$ cat src/rtl/crypto_host_sequencer_if.sv
// ----------------------------------------------------------------------------
// crypto_host_sequencer_if
// Bundles the host request/response handshakes and the crypto core control
// and result signals seen by crypto_host_sequencer.
//
// Modports:
//   master : the sequencer; drives req_ready, rsp_*, busy and core_* controls,
//            and observes the host request and the core output bus/strobes.
//   slave  : the host/core side; the mirror image of master.
//
// Signals:
//   req_valid/req_ready/req_mode/req_data/req_key : request handshake
//   rsp_valid/rsp_ready/rsp_data/rsp_key/rsp_err  : response handshake
//   busy                                          : operation in flight
//   core_bgn/core_mode/core_data/core_key/core_rst_n : core controls
//   core_bus/core_out_key/core_delay_key/core_fin    : core results/strobes
// ----------------------------------------------------------------------------
interface crypto_host_sequencer_if #(
    parameter int DATA_W = 128
);
    logic              req_valid;
    logic              req_ready;
    logic              req_mode;
    logic [DATA_W-1:0] req_data;
    logic [DATA_W-1:0] req_key;

    logic              rsp_valid;
    logic              rsp_ready;
    logic [DATA_W-1:0] rsp_data;
    logic [DATA_W-1:0] rsp_key;
    logic              rsp_err;
    logic              busy;

    logic              core_bgn;
    logic [1:0]        core_mode;
    logic [DATA_W-1:0] core_data;
    logic [DATA_W-1:0] core_key;
    logic              core_rst_n;
    logic [DATA_W-1:0] core_bus;
    logic              core_out_key;
    logic              core_delay_key;
    logic              core_fin;

    modport master (
        input  req_valid, req_mode, req_data, req_key, rsp_ready,
               core_bus, core_out_key, core_delay_key, core_fin,
        output req_ready, rsp_valid, rsp_data, rsp_key, rsp_err, busy,
               core_bgn, core_mode, core_data, core_key, core_rst_n
    );

    modport slave (
        output req_valid, req_mode, req_data, req_key, rsp_ready,
               core_bus, core_out_key, core_delay_key, core_fin,
        input  req_ready, rsp_valid, rsp_data, rsp_key, rsp_err, busy,
               core_bgn, core_mode, core_data, core_key, core_rst_n
    );
endinterface

$ cat src/rtl/crypto_host_sequencer.sv
// ----------------------------------------------------------------------------
// crypto_host_sequencer
// Host-side initiator for the crypto core control unit. Accepts one
// encrypt/decrypt request, holds data/key/mode stable on the core inputs,
// pulses core_bgn, captures result data and key from the shared core output
// bus using the core strobes, and returns them over a response handshake.
//
// Ports:
//   clk  : clock
//   rst  : asynchronous, active-low reset
//   bus  : crypto_host_sequencer_if.master (request, response, core signals)
//
// Parameters:
//   DATA_W         : width of data block, key and core output bus
//   TIMEOUT_CYCLES : WAIT-cycle limit before the core is aborted
//
// Optional feature (macro CRYPTO_SEQ_TIMEOUT_EN):
//   When defined, a WAIT-cycle counter aborts a stuck operation: the core is
//   held in reset for two cycles and an error response with zeroed data/key
//   is returned. When undefined, WAIT waits indefinitely, core_rst_n is
//   constant 1 and rsp_err is constant 0.
// ----------------------------------------------------------------------------
module crypto_host_sequencer #(
    parameter int DATA_W         = 128,
    parameter int TIMEOUT_CYCLES = 255
) (
    input  logic                    clk,
    input  logic                    rst,
    crypto_host_sequencer_if.master bus
);

    localparam logic [2:0] S_IDLE   = 3'd0;
    localparam logic [2:0] S_LAUNCH = 3'd1;
    localparam logic [2:0] S_WAIT   = 3'd2;
    localparam logic [2:0] S_RESP   = 3'd3;
`ifdef CRYPTO_SEQ_TIMEOUT_EN
    localparam logic [2:0] S_ABORT  = 3'd4;
`endif

    localparam logic [1:0] MODE_IDLE = 2'b00;
    localparam logic [1:0] MODE_ENC  = 2'b01;
    localparam logic [1:0] MODE_DEC  = 2'b10;

    // A zero limit would make the abort path meaningless.
    if (TIMEOUT_CYCLES < 1) begin : g_bad_timeout
        $error("TIMEOUT_CYCLES must be at least 1");
    end

    logic [2:0]        r_state;
    logic              r_req_ready;
    logic              r_rsp_valid;
    logic              r_busy;
    logic              r_core_bgn;
    logic [1:0]        r_core_mode;
    logic [DATA_W-1:0] r_core_data;
    logic [DATA_W-1:0] r_core_key;
    logic [DATA_W-1:0] r_rsp_data;
    logic [DATA_W-1:0] r_rsp_key;

`ifdef CRYPTO_SEQ_TIMEOUT_EN
    localparam int CNT_W = $clog2(TIMEOUT_CYCLES + 1);
    // r_cnt holds the number of WAIT cycles already completed, so the limit
    // is hit on the WAIT cycle where r_cnt equals TIMEOUT_CYCLES-1.
    localparam logic [CNT_W-1:0] CNT_LAST = CNT_W'(TIMEOUT_CYCLES - 1);

    logic [CNT_W-1:0]  r_cnt;
    logic              r_abort_cnt;
    logic              r_rsp_err;
    logic              r_core_rst_n;
`endif

    always_ff @(posedge clk or negedge rst) begin
        if (!rst) begin
            r_state     <= S_IDLE;
            r_req_ready <= 1'b1;
            r_rsp_valid <= 1'b0;
            r_busy      <= 1'b0;
            r_core_bgn  <= 1'b0;
            r_core_mode <= MODE_IDLE;
            r_core_data <= '0;
            r_core_key  <= '0;
            r_rsp_data  <= '0;
            r_rsp_key   <= '0;
`ifdef CRYPTO_SEQ_TIMEOUT_EN
            r_cnt        <= '0;
            r_abort_cnt  <= 1'b0;
            r_rsp_err    <= 1'b0;
            r_core_rst_n <= 1'b1;
`endif
        end else begin
            // core_bgn is a single-cycle pulse; only the accept branch raises it.
            r_core_bgn <= 1'b0;

            case (r_state)
                S_IDLE: begin
                    if (bus.req_valid && r_req_ready) begin
                        r_core_data <= bus.req_data;
                        r_core_key  <= bus.req_key;
                        r_core_mode <= bus.req_mode ? MODE_ENC : MODE_DEC;
                        r_rsp_data  <= '0;
                        r_rsp_key   <= '0;
`ifdef CRYPTO_SEQ_TIMEOUT_EN
                        r_rsp_err   <= 1'b0;
`endif
                        r_busy      <= 1'b1;
                        r_req_ready <= 1'b0;
                        r_core_bgn  <= 1'b1;
                        r_state     <= S_LAUNCH;
                    end
                end

                S_LAUNCH: begin
`ifdef CRYPTO_SEQ_TIMEOUT_EN
                    r_cnt   <= '0;
`endif
                    r_state <= S_WAIT;
                end

                S_WAIT: begin
                    // Strobes are captured even in the fin cycle; a repeated
                    // strobe simply overwrites the earlier capture.
                    if (bus.core_out_key) begin
                        r_rsp_data <= bus.core_bus;
                    end
                    if (bus.core_delay_key) begin
                        r_rsp_key <= bus.core_bus;
                    end

                    if (bus.core_fin) begin
                        r_rsp_valid <= 1'b1;
                        r_core_mode <= MODE_IDLE;
                        r_state     <= S_RESP;
                    end
`ifdef CRYPTO_SEQ_TIMEOUT_EN
                    else if (r_cnt == CNT_LAST) begin
                        r_core_rst_n <= 1'b0;
                        r_core_mode  <= MODE_IDLE;
                        r_abort_cnt  <= 1'b0;
                        r_state      <= S_ABORT;
                    end else begin
                        r_cnt <= r_cnt + 1'b1;
                    end
`endif
                end

`ifdef CRYPTO_SEQ_TIMEOUT_EN
                S_ABORT: begin
                    // Core reset spans the two ABORT cycles.
                    if (r_abort_cnt) begin
                        r_core_rst_n <= 1'b1;
                        r_rsp_data   <= '0;
                        r_rsp_key    <= '0;
                        r_rsp_err    <= 1'b1;
                        r_rsp_valid  <= 1'b1;
                        r_state      <= S_RESP;
                    end else begin
                        r_abort_cnt <= 1'b1;
                    end
                end
`endif

                S_RESP: begin
                    if (r_rsp_valid && bus.rsp_ready) begin
                        r_rsp_valid <= 1'b0;
                        r_busy      <= 1'b0;
                        r_req_ready <= 1'b1;
                        r_state     <= S_IDLE;
                    end
                end

                default: begin
                    r_state <= S_IDLE;
                end
            endcase
        end
    end

    assign bus.req_ready = r_req_ready;
    assign bus.rsp_valid = r_rsp_valid;
    assign bus.rsp_data  = r_rsp_data;
    assign bus.rsp_key   = r_rsp_key;
    assign bus.busy      = r_busy;
    assign bus.core_bgn  = r_core_bgn;
    assign bus.core_mode = r_core_mode;
    assign bus.core_data = r_core_data;
    assign bus.core_key  = r_core_key;
`ifdef CRYPTO_SEQ_TIMEOUT_EN
    assign bus.rsp_err    = r_rsp_err;
    assign bus.core_rst_n = r_core_rst_n;
`else
    assign bus.rsp_err    = 1'b0;
    assign bus.core_rst_n = 1'b1;
`endif

endmodule
$ cat src/flat_wrapper.sv
// flat-port wrapper written by rule: the top's interface ports become plain ports
module crypto_host_sequencer_flat 
#(
    parameter int DATA_W         = 128,
    parameter int TIMEOUT_CYCLES = 255
)
  (clk, rst, bus_req_valid, bus_req_mode, bus_req_data, bus_req_key, bus_rsp_ready, bus_core_bus, bus_core_out_key, bus_core_delay_key, bus_core_fin, bus_req_ready, bus_rsp_valid, bus_rsp_data, bus_rsp_key, bus_rsp_err, bus_busy, bus_core_bgn, bus_core_mode, bus_core_data, bus_core_key, bus_core_rst_n);
  crypto_host_sequencer_if #(.DATA_W(DATA_W)) bus_i ();
  input  logic clk;
  input  logic rst;
  input wire logic [$bits(bus_i.req_valid)-1:0] bus_req_valid;
  input wire logic [$bits(bus_i.req_mode)-1:0] bus_req_mode;
  input wire logic [$bits(bus_i.req_data)-1:0] bus_req_data;
  input wire logic [$bits(bus_i.req_key)-1:0] bus_req_key;
  input wire logic [$bits(bus_i.rsp_ready)-1:0] bus_rsp_ready;
  input wire logic [$bits(bus_i.core_bus)-1:0] bus_core_bus;
  input wire logic [$bits(bus_i.core_out_key)-1:0] bus_core_out_key;
  input wire logic [$bits(bus_i.core_delay_key)-1:0] bus_core_delay_key;
  input wire logic [$bits(bus_i.core_fin)-1:0] bus_core_fin;
  output wire logic [$bits(bus_i.req_ready)-1:0] bus_req_ready;
  output wire logic [$bits(bus_i.rsp_valid)-1:0] bus_rsp_valid;
  output wire logic [$bits(bus_i.rsp_data)-1:0] bus_rsp_data;
  output wire logic [$bits(bus_i.rsp_key)-1:0] bus_rsp_key;
  output wire logic [$bits(bus_i.rsp_err)-1:0] bus_rsp_err;
  output wire logic [$bits(bus_i.busy)-1:0] bus_busy;
  output wire logic [$bits(bus_i.core_bgn)-1:0] bus_core_bgn;
  output wire logic [$bits(bus_i.core_mode)-1:0] bus_core_mode;
  output wire logic [$bits(bus_i.core_data)-1:0] bus_core_data;
  output wire logic [$bits(bus_i.core_key)-1:0] bus_core_key;
  output wire logic [$bits(bus_i.core_rst_n)-1:0] bus_core_rst_n;
  assign bus_i.req_valid = bus_req_valid;
  assign bus_i.req_mode = bus_req_mode;
  assign bus_i.req_data = bus_req_data;
  assign bus_i.req_key = bus_req_key;
  assign bus_i.rsp_ready = bus_rsp_ready;
  assign bus_i.core_bus = bus_core_bus;
  assign bus_i.core_out_key = bus_core_out_key;
  assign bus_i.core_delay_key = bus_core_delay_key;
  assign bus_i.core_fin = bus_core_fin;
  assign bus_req_ready = bus_i.req_ready;
  assign bus_rsp_valid = bus_i.rsp_valid;
  assign bus_rsp_data = bus_i.rsp_data;
  assign bus_rsp_key = bus_i.rsp_key;
  assign bus_rsp_err = bus_i.rsp_err;
  assign bus_busy = bus_i.busy;
  assign bus_core_bgn = bus_i.core_bgn;
  assign bus_core_mode = bus_i.core_mode;
  assign bus_core_data = bus_i.core_data;
  assign bus_core_key = bus_i.core_key;
  assign bus_core_rst_n = bus_i.core_rst_n;
  crypto_host_sequencer #(.DATA_W(DATA_W), .TIMEOUT_CYCLES(TIMEOUT_CYCLES)) u_core (.clk(clk), .rst(rst), .bus(bus_i));
endmodule
$ cat config.mk
export PLATFORM = sky130hd
export DESIGN_NAME = crypto_host_sequencer_flat
export DESIGN_NICKNAME = d
export VERILOG_FILES = /design/src/rtl/crypto_host_sequencer_if.sv /design/src/rtl/crypto_host_sequencer.sv /design/src/flat_wrapper.sv
export SDC_FILE = /design/constraint.sdc
export NUM_CORES = 1
export LEC_CHECK = 0
export CORE_AREA = 3 3 355 357
export DETAILED_ROUTE_END_ITERATION = 7
export DIE_AREA = 0 0 358 360
export GPL_TIMING_DRIVEN = 0
export HOLD_SLACK_MARGIN = 0.12
export PLACE_DENSITY = 0.4
export SLEW_MARGIN = 20
export SYNTH_ARGS = -nofsm -noshare
export SYNTH_HDL_FRONTEND = slang
export SYNTH_SLANG_ARGS = --single-unit
$ cat constraint.sdc
create_clock -name clk -period 2 [get_ports clk]
set_clock_uncertainty 0.2 [all_clocks]
set_input_delay 0.6 -clock clk [delete_from_list [all_inputs] [get_ports clk]]
set_output_delay 0.6 -clock clk [all_outputs]
set_load 0.02 [all_outputs]
==> impl_metrics.csv <==
group,metric,value,unit
setup_path,worst_ep_arrival_time,2580,ps
floorplanning,core_area,123300,sq um
route,detailedRoute.firstIterationViolations,573,
clock_tree,cts-hold-fix-buffers,2,
status,violations_in_the_final_reports,"negative hold slack, negative setup slack",
floorplanning,die_h,360,um
route,dr_total_vias,15790,
placed_design,numPortBuffers,909,
placed_design,post_dp_cell_area,31730,sq um
clock_tree,cts.root.buffer_cell,"sky130_fd_sc_hd__clkbuf_16",
route,vias_per_cell,3.719,
setup_path,reg2regPathDepth,10,
sta,finalCriticalPeriod,2280,ps
global_route,vias_in_the_first_global_route,16730,
sta,fin_hold_ws,-321.1,ps
floorplanning,floorplan.initialDensity,16.55,%
placed_design,place.detailed.hpwl,68920,um
yosys,cells_taking_the_most_area_after_synthesis,"sky130_fd_sc_hd__dfrtp_1, sky130_fd_sc_hd__mux2_2, sky130_fd_sc_hd__and2_1",
cells_and_area,post_route_design_area,40220,sq um
status,run_status,"complete, but fails checks",
setup_path,gate_family_responsible_for_the_most_delay_along_the_worst_path,"buffers and inverters",
global_route,gr-usage-all-layers,13.58,%
power_and_ir_drop,peak_supply_drop,0.0008545,V
setup_path,slowest_delay,380,ps
floorplanning,std_cell_rows,129,
power_and_ir_drop,power.share.clock,16.8,%
power_and_ir_drop,switching_power,0.02583,W
clock_tree,tritoncts_clock_tree,"built",
yosys,synth.yosys.seq_area_share,63.75,%
route,route.detailed.drc,0,
sta,worst-slew-pin-transition,826.7,ps
yosys,number_of_flip_flops_and_latches_in_the_synthesized_netlist,520,
yosys,synth.top_cell.area_share,63.62,%
power_and_ir_drop,cellInternalPower,0.04710,W
setup_path,worst_r2r_endpoint,"u_core.bus.rsp_key[123]",
clock_tree,clk_pin_slew,60,ps
setup_path,timing.critical_path.buf_inv,6,
placed_design,finalWeightedCongestion,0.7807,
cells_and_area,post_route_cells_drive_above_1_share,58.71,%
route,drt.antenna.violating_nets,0,
clock_tree,htree_levels,3,
global_route,first_pass_grt_wire_length,126700,um
worst_hold_path,hold_path_class,"input port to asynchronous set/reset pin",
sta,achievable-frequency,0.4385,GHz
setup_path,timing.critical_path.required,2300,ps
sta,timing.final.crit_share,114.0,%
setup_path,critical_path.endpoint_type,"register",
setup_path,critPathKind,"register to register",
route,postRouteWirelength,96990,um
setup_path,startpoint_type,"register",
setup_path,r2r_setup_slack,-280,ps
sta,unrepaired_setup_endpoints_after_global_routing,"true",
floorplanning,ios,912,
yosys,synthDominantAreaCellType,"sky130_fd_sc_hd__dfrtp_1",
yosys,netlist-cell-type-count,28,
route,wire_per_inst,22.84,um
global_route,grt_use_met3,6.105,%
cells_and_area,fillerInstances,12230,
yosys,syn_area,20410,sq um
global_route,groute.layer.met1.usage,13.39,%
clock_tree,worst_skew_pair.late_latency,640,ps
clock_tree,cts_bufs_inserted,69,
route,drtPass1Iterations,4,
cells_and_area,design.final.nets,2941,
global_route,antenna_found_initial,42,
flow_run,drv.max_cap_violation_count,0,
yosys,synth.net_count,1668,
yosys,syn-mean-instance-area,16.05,sq um
cells_and_area,layout_commonest_cell,"sky130_fd_sc_hd__buf_6",
global_route,grt_start_max_net_pins,90,
power_and_ir_drop,swShare,35.42,%
floorplanning,die-area,128900,sq um
yosys,synthesis.instances,1272,
clock_tree,cts_max_path_buffers,3,
power_and_ir_drop,sequentialPowerShare,25.0,%
yosys,total_of_warnings_raised_by_yosys,0,
sta,timing.slew.headroom,44.89,%
power_and_ir_drop,p_leak,18.75,nW
global_route,grt_util_met2,24.50,%
setup_path,critical_path.max_fanout,8,
setup_path,ff_to_ff_start,"u_core.r_state[0]",
power_and_ir_drop,p_per_area,1813,nW/um^2
floorplanning,die_width,358,um
sta,setup_viol,528,
cells_and_area,layout-area-overhead-vs-synth,97.03,%
power_and_ir_drop,p_comb_share,58.1,%
placed_design,preCtsSetupSlack,-1591,ps
sta,slew_viol_final,0,
sta,report.final.hold_viol_count,46,
clock_tree,cts.sink_count,520,
cells_and_area,final_cell_mix,"sky130_fd_sc_hd__buf_6, sky130_fd_sc_hd__dfrtp_1, sky130_fd_sc_hd__mux2_4",
setup_path,crit_path_top_delay_cell,"sky130_fd_sc_hd__dfrtp_1",
setup_path,critical_path_cell_by_cell,"inv_2 -> ha_4 -> buf_6 -> nor2_4 -> nor3_4 -> buf_6 -> buf_12 -> buf_12 -> buf_16 -> mux2_4",
global_route,top_usage_layer,"met2",
sta,timing.setup.tns,-84440,ps
sta,postLayoutSetupSlackWorst,-280.5,ps
global_route,global_route.overflow_total,0,
-- state kept, by name, summed over array words and instances (netlist names), 2 cells and up --
| signal | cells |
|---|---|
| u_core.bus.rsp_data | 128 |
| u_core.bus.core_key | 128 |
| u_core.bus.core_data | 128 |
| u_core.bus.core_mode | 2 |
| u_core.bus.rsp_key | 128 |
| u_core.r_state | 2 |
-- Yosys cell counts --
library cell	number
sky130_fd_sc_hd__o21ai_0	2
sky130_fd_sc_hd__a31oi_1	1
sky130_fd_sc_hd__a22o_1	2
sky130_fd_sc_hd__dfrtp_1	519
sky130_fd_sc_hd__nor4_1	1
sky130_fd_sc_hd__buf_2	5
sky130_fd_sc_hd__conb_1	2
sky130_fd_sc_hd__nor2_1	2
sky130_fd_sc_hd__a211oi_1	1
sky130_fd_sc_hd__a21boi_4	1
sky130_fd_sc_hd__nor3_2	2
sky130_fd_sc_hd__ha_1	4
sky130_fd_sc_hd__clkbuf_1	15
sky130_fd_sc_hd__nand3_1	1
sky130_fd_sc_hd__buf_4	34
sky130_fd_sc_hd__and3_1	1
sky130_fd_sc_hd__nor2b_1	4
sky130_fd_sc_hd__a21o_1	1
sky130_fd_sc_hd__nand2_1	3
sky130_fd_sc_hd__inv_1	4
sky130_fd_sc_hd__mux2i_1	1
sky130_fd_sc_hd__a21oi_1	1
sky130_fd_sc_hd__dfstp_2	1
sky130_fd_sc_hd__buf_6	20
sky130_fd_sc_hd__mux2_2	514
sky130_fd_sc_hd__o22ai_1	1
sky130_fd_sc_hd__and2_1	128
sky130_fd_sc_hd__or3_1	1
-- metal layers --
metal	part of all wire, %	vias to the layer above
li1	-	6988
met1	34	7954
met2	52	651
met3	10	179
met4	3.8	20
met5	0.14	-
-- what timing repair did --
| action | CTS | global route |
|---|---|---|
| endpoints found under the setup margin | 1032 | 1051 |
| resized for setup | 911 | 3165 |
| gates cloned | 20 | 30 |
| endpoints found under the hold margin | 90 | 47 |
| setup buffers | 35 | 219 |
| pin swaps | 3 | 3 |
-- through the flow --
| step | util [%] | instances | power (W) |
|---|---|---|---|
| 6_report | 32.62 | 4246 | 0.07293 |
| 5_1_grt | 32.60 | 4239 | 0.07649 |
| 4_1_cts | 28.68 | 4001 | 0.06230 |
| 3_5_place_dp | 25.73 | 3824 | 0.04715 |
| 3_3_place_gp | 25.59 | 3818 | 0.04691 |
| 2_1_floorplan | - | 1272 | 0.03255 |
-- power by group through the flow --
stage / Clock, W / Sequential (W) / Combinational [W]
floorplan: 0 / 0.0222 / 0.0104
global placement: 0 / 0.0174 / 0.0295
detailed placement: 0 / 0.0174 / 0.0297
CTS: 0.0128 / 0.0172 / 0.0323
global route: 0.0133 / 0.0187 / 0.0445
finish: 0.0123 / 0.0182 / 0.0424
-- final cells by class --
cell class | instances | area [sq um] | share of cell area [%]
Timing Repair Buffer | 1211 | 13250 | 32.94
Buffer | 65 | 1089 | 2.706
Antenna cell | 15 | 37.54 | 0.09333
Tap cell | 1637 | 2048 | 5.093
Clock buffer | 101 | 2008 | 4.993
Sequential cell | 520 | 13030 | 32.39
Clock inverter | 19 | 217.7 | 0.5413
Inverter | 4 | 15.01 | 0.03733
Multi-Input combinational cell | 674 | 8527 | 21.20
-- logic make-up after synthesis --
logic type | Yosys count | share of synthesized area [%]
AO/OA/AOI/OAI | 10 | 0.3862
adder cells (fa/ha/maj) | 4 | 0.2452
buffers and inverters | 78 | 2.826
flip-flops | 520 | 63.75
multiplexers | 515 | 28.40
other | 2 | 0.03679
AND/OR/NAND/NOR | 143 | 4.352
-- how the worst max path moves through the flow --
stage	start	to	slack (ps)	depth (start not counted)
after global routing	u_core.r_state[0]	u_core.bus.rsp_key[123]	-340	10
after detailed placement	bus_req_valid	u_core.bus.core_data[40]	-1590	6
after global placement	rst	u_core.bus.core_data[11]	-24370	1
after CTS	u_core.bus.req_ready	bus_req_ready	-290	1
final	u_core.r_state[0]	u_core.bus.rsp_key[123]	-280	10
after floorplan	u_core.r_state[1]	u_core.bus.rsp_data[100]	-3	7
No activity file was read; power rests on OpenSTA's default activity.
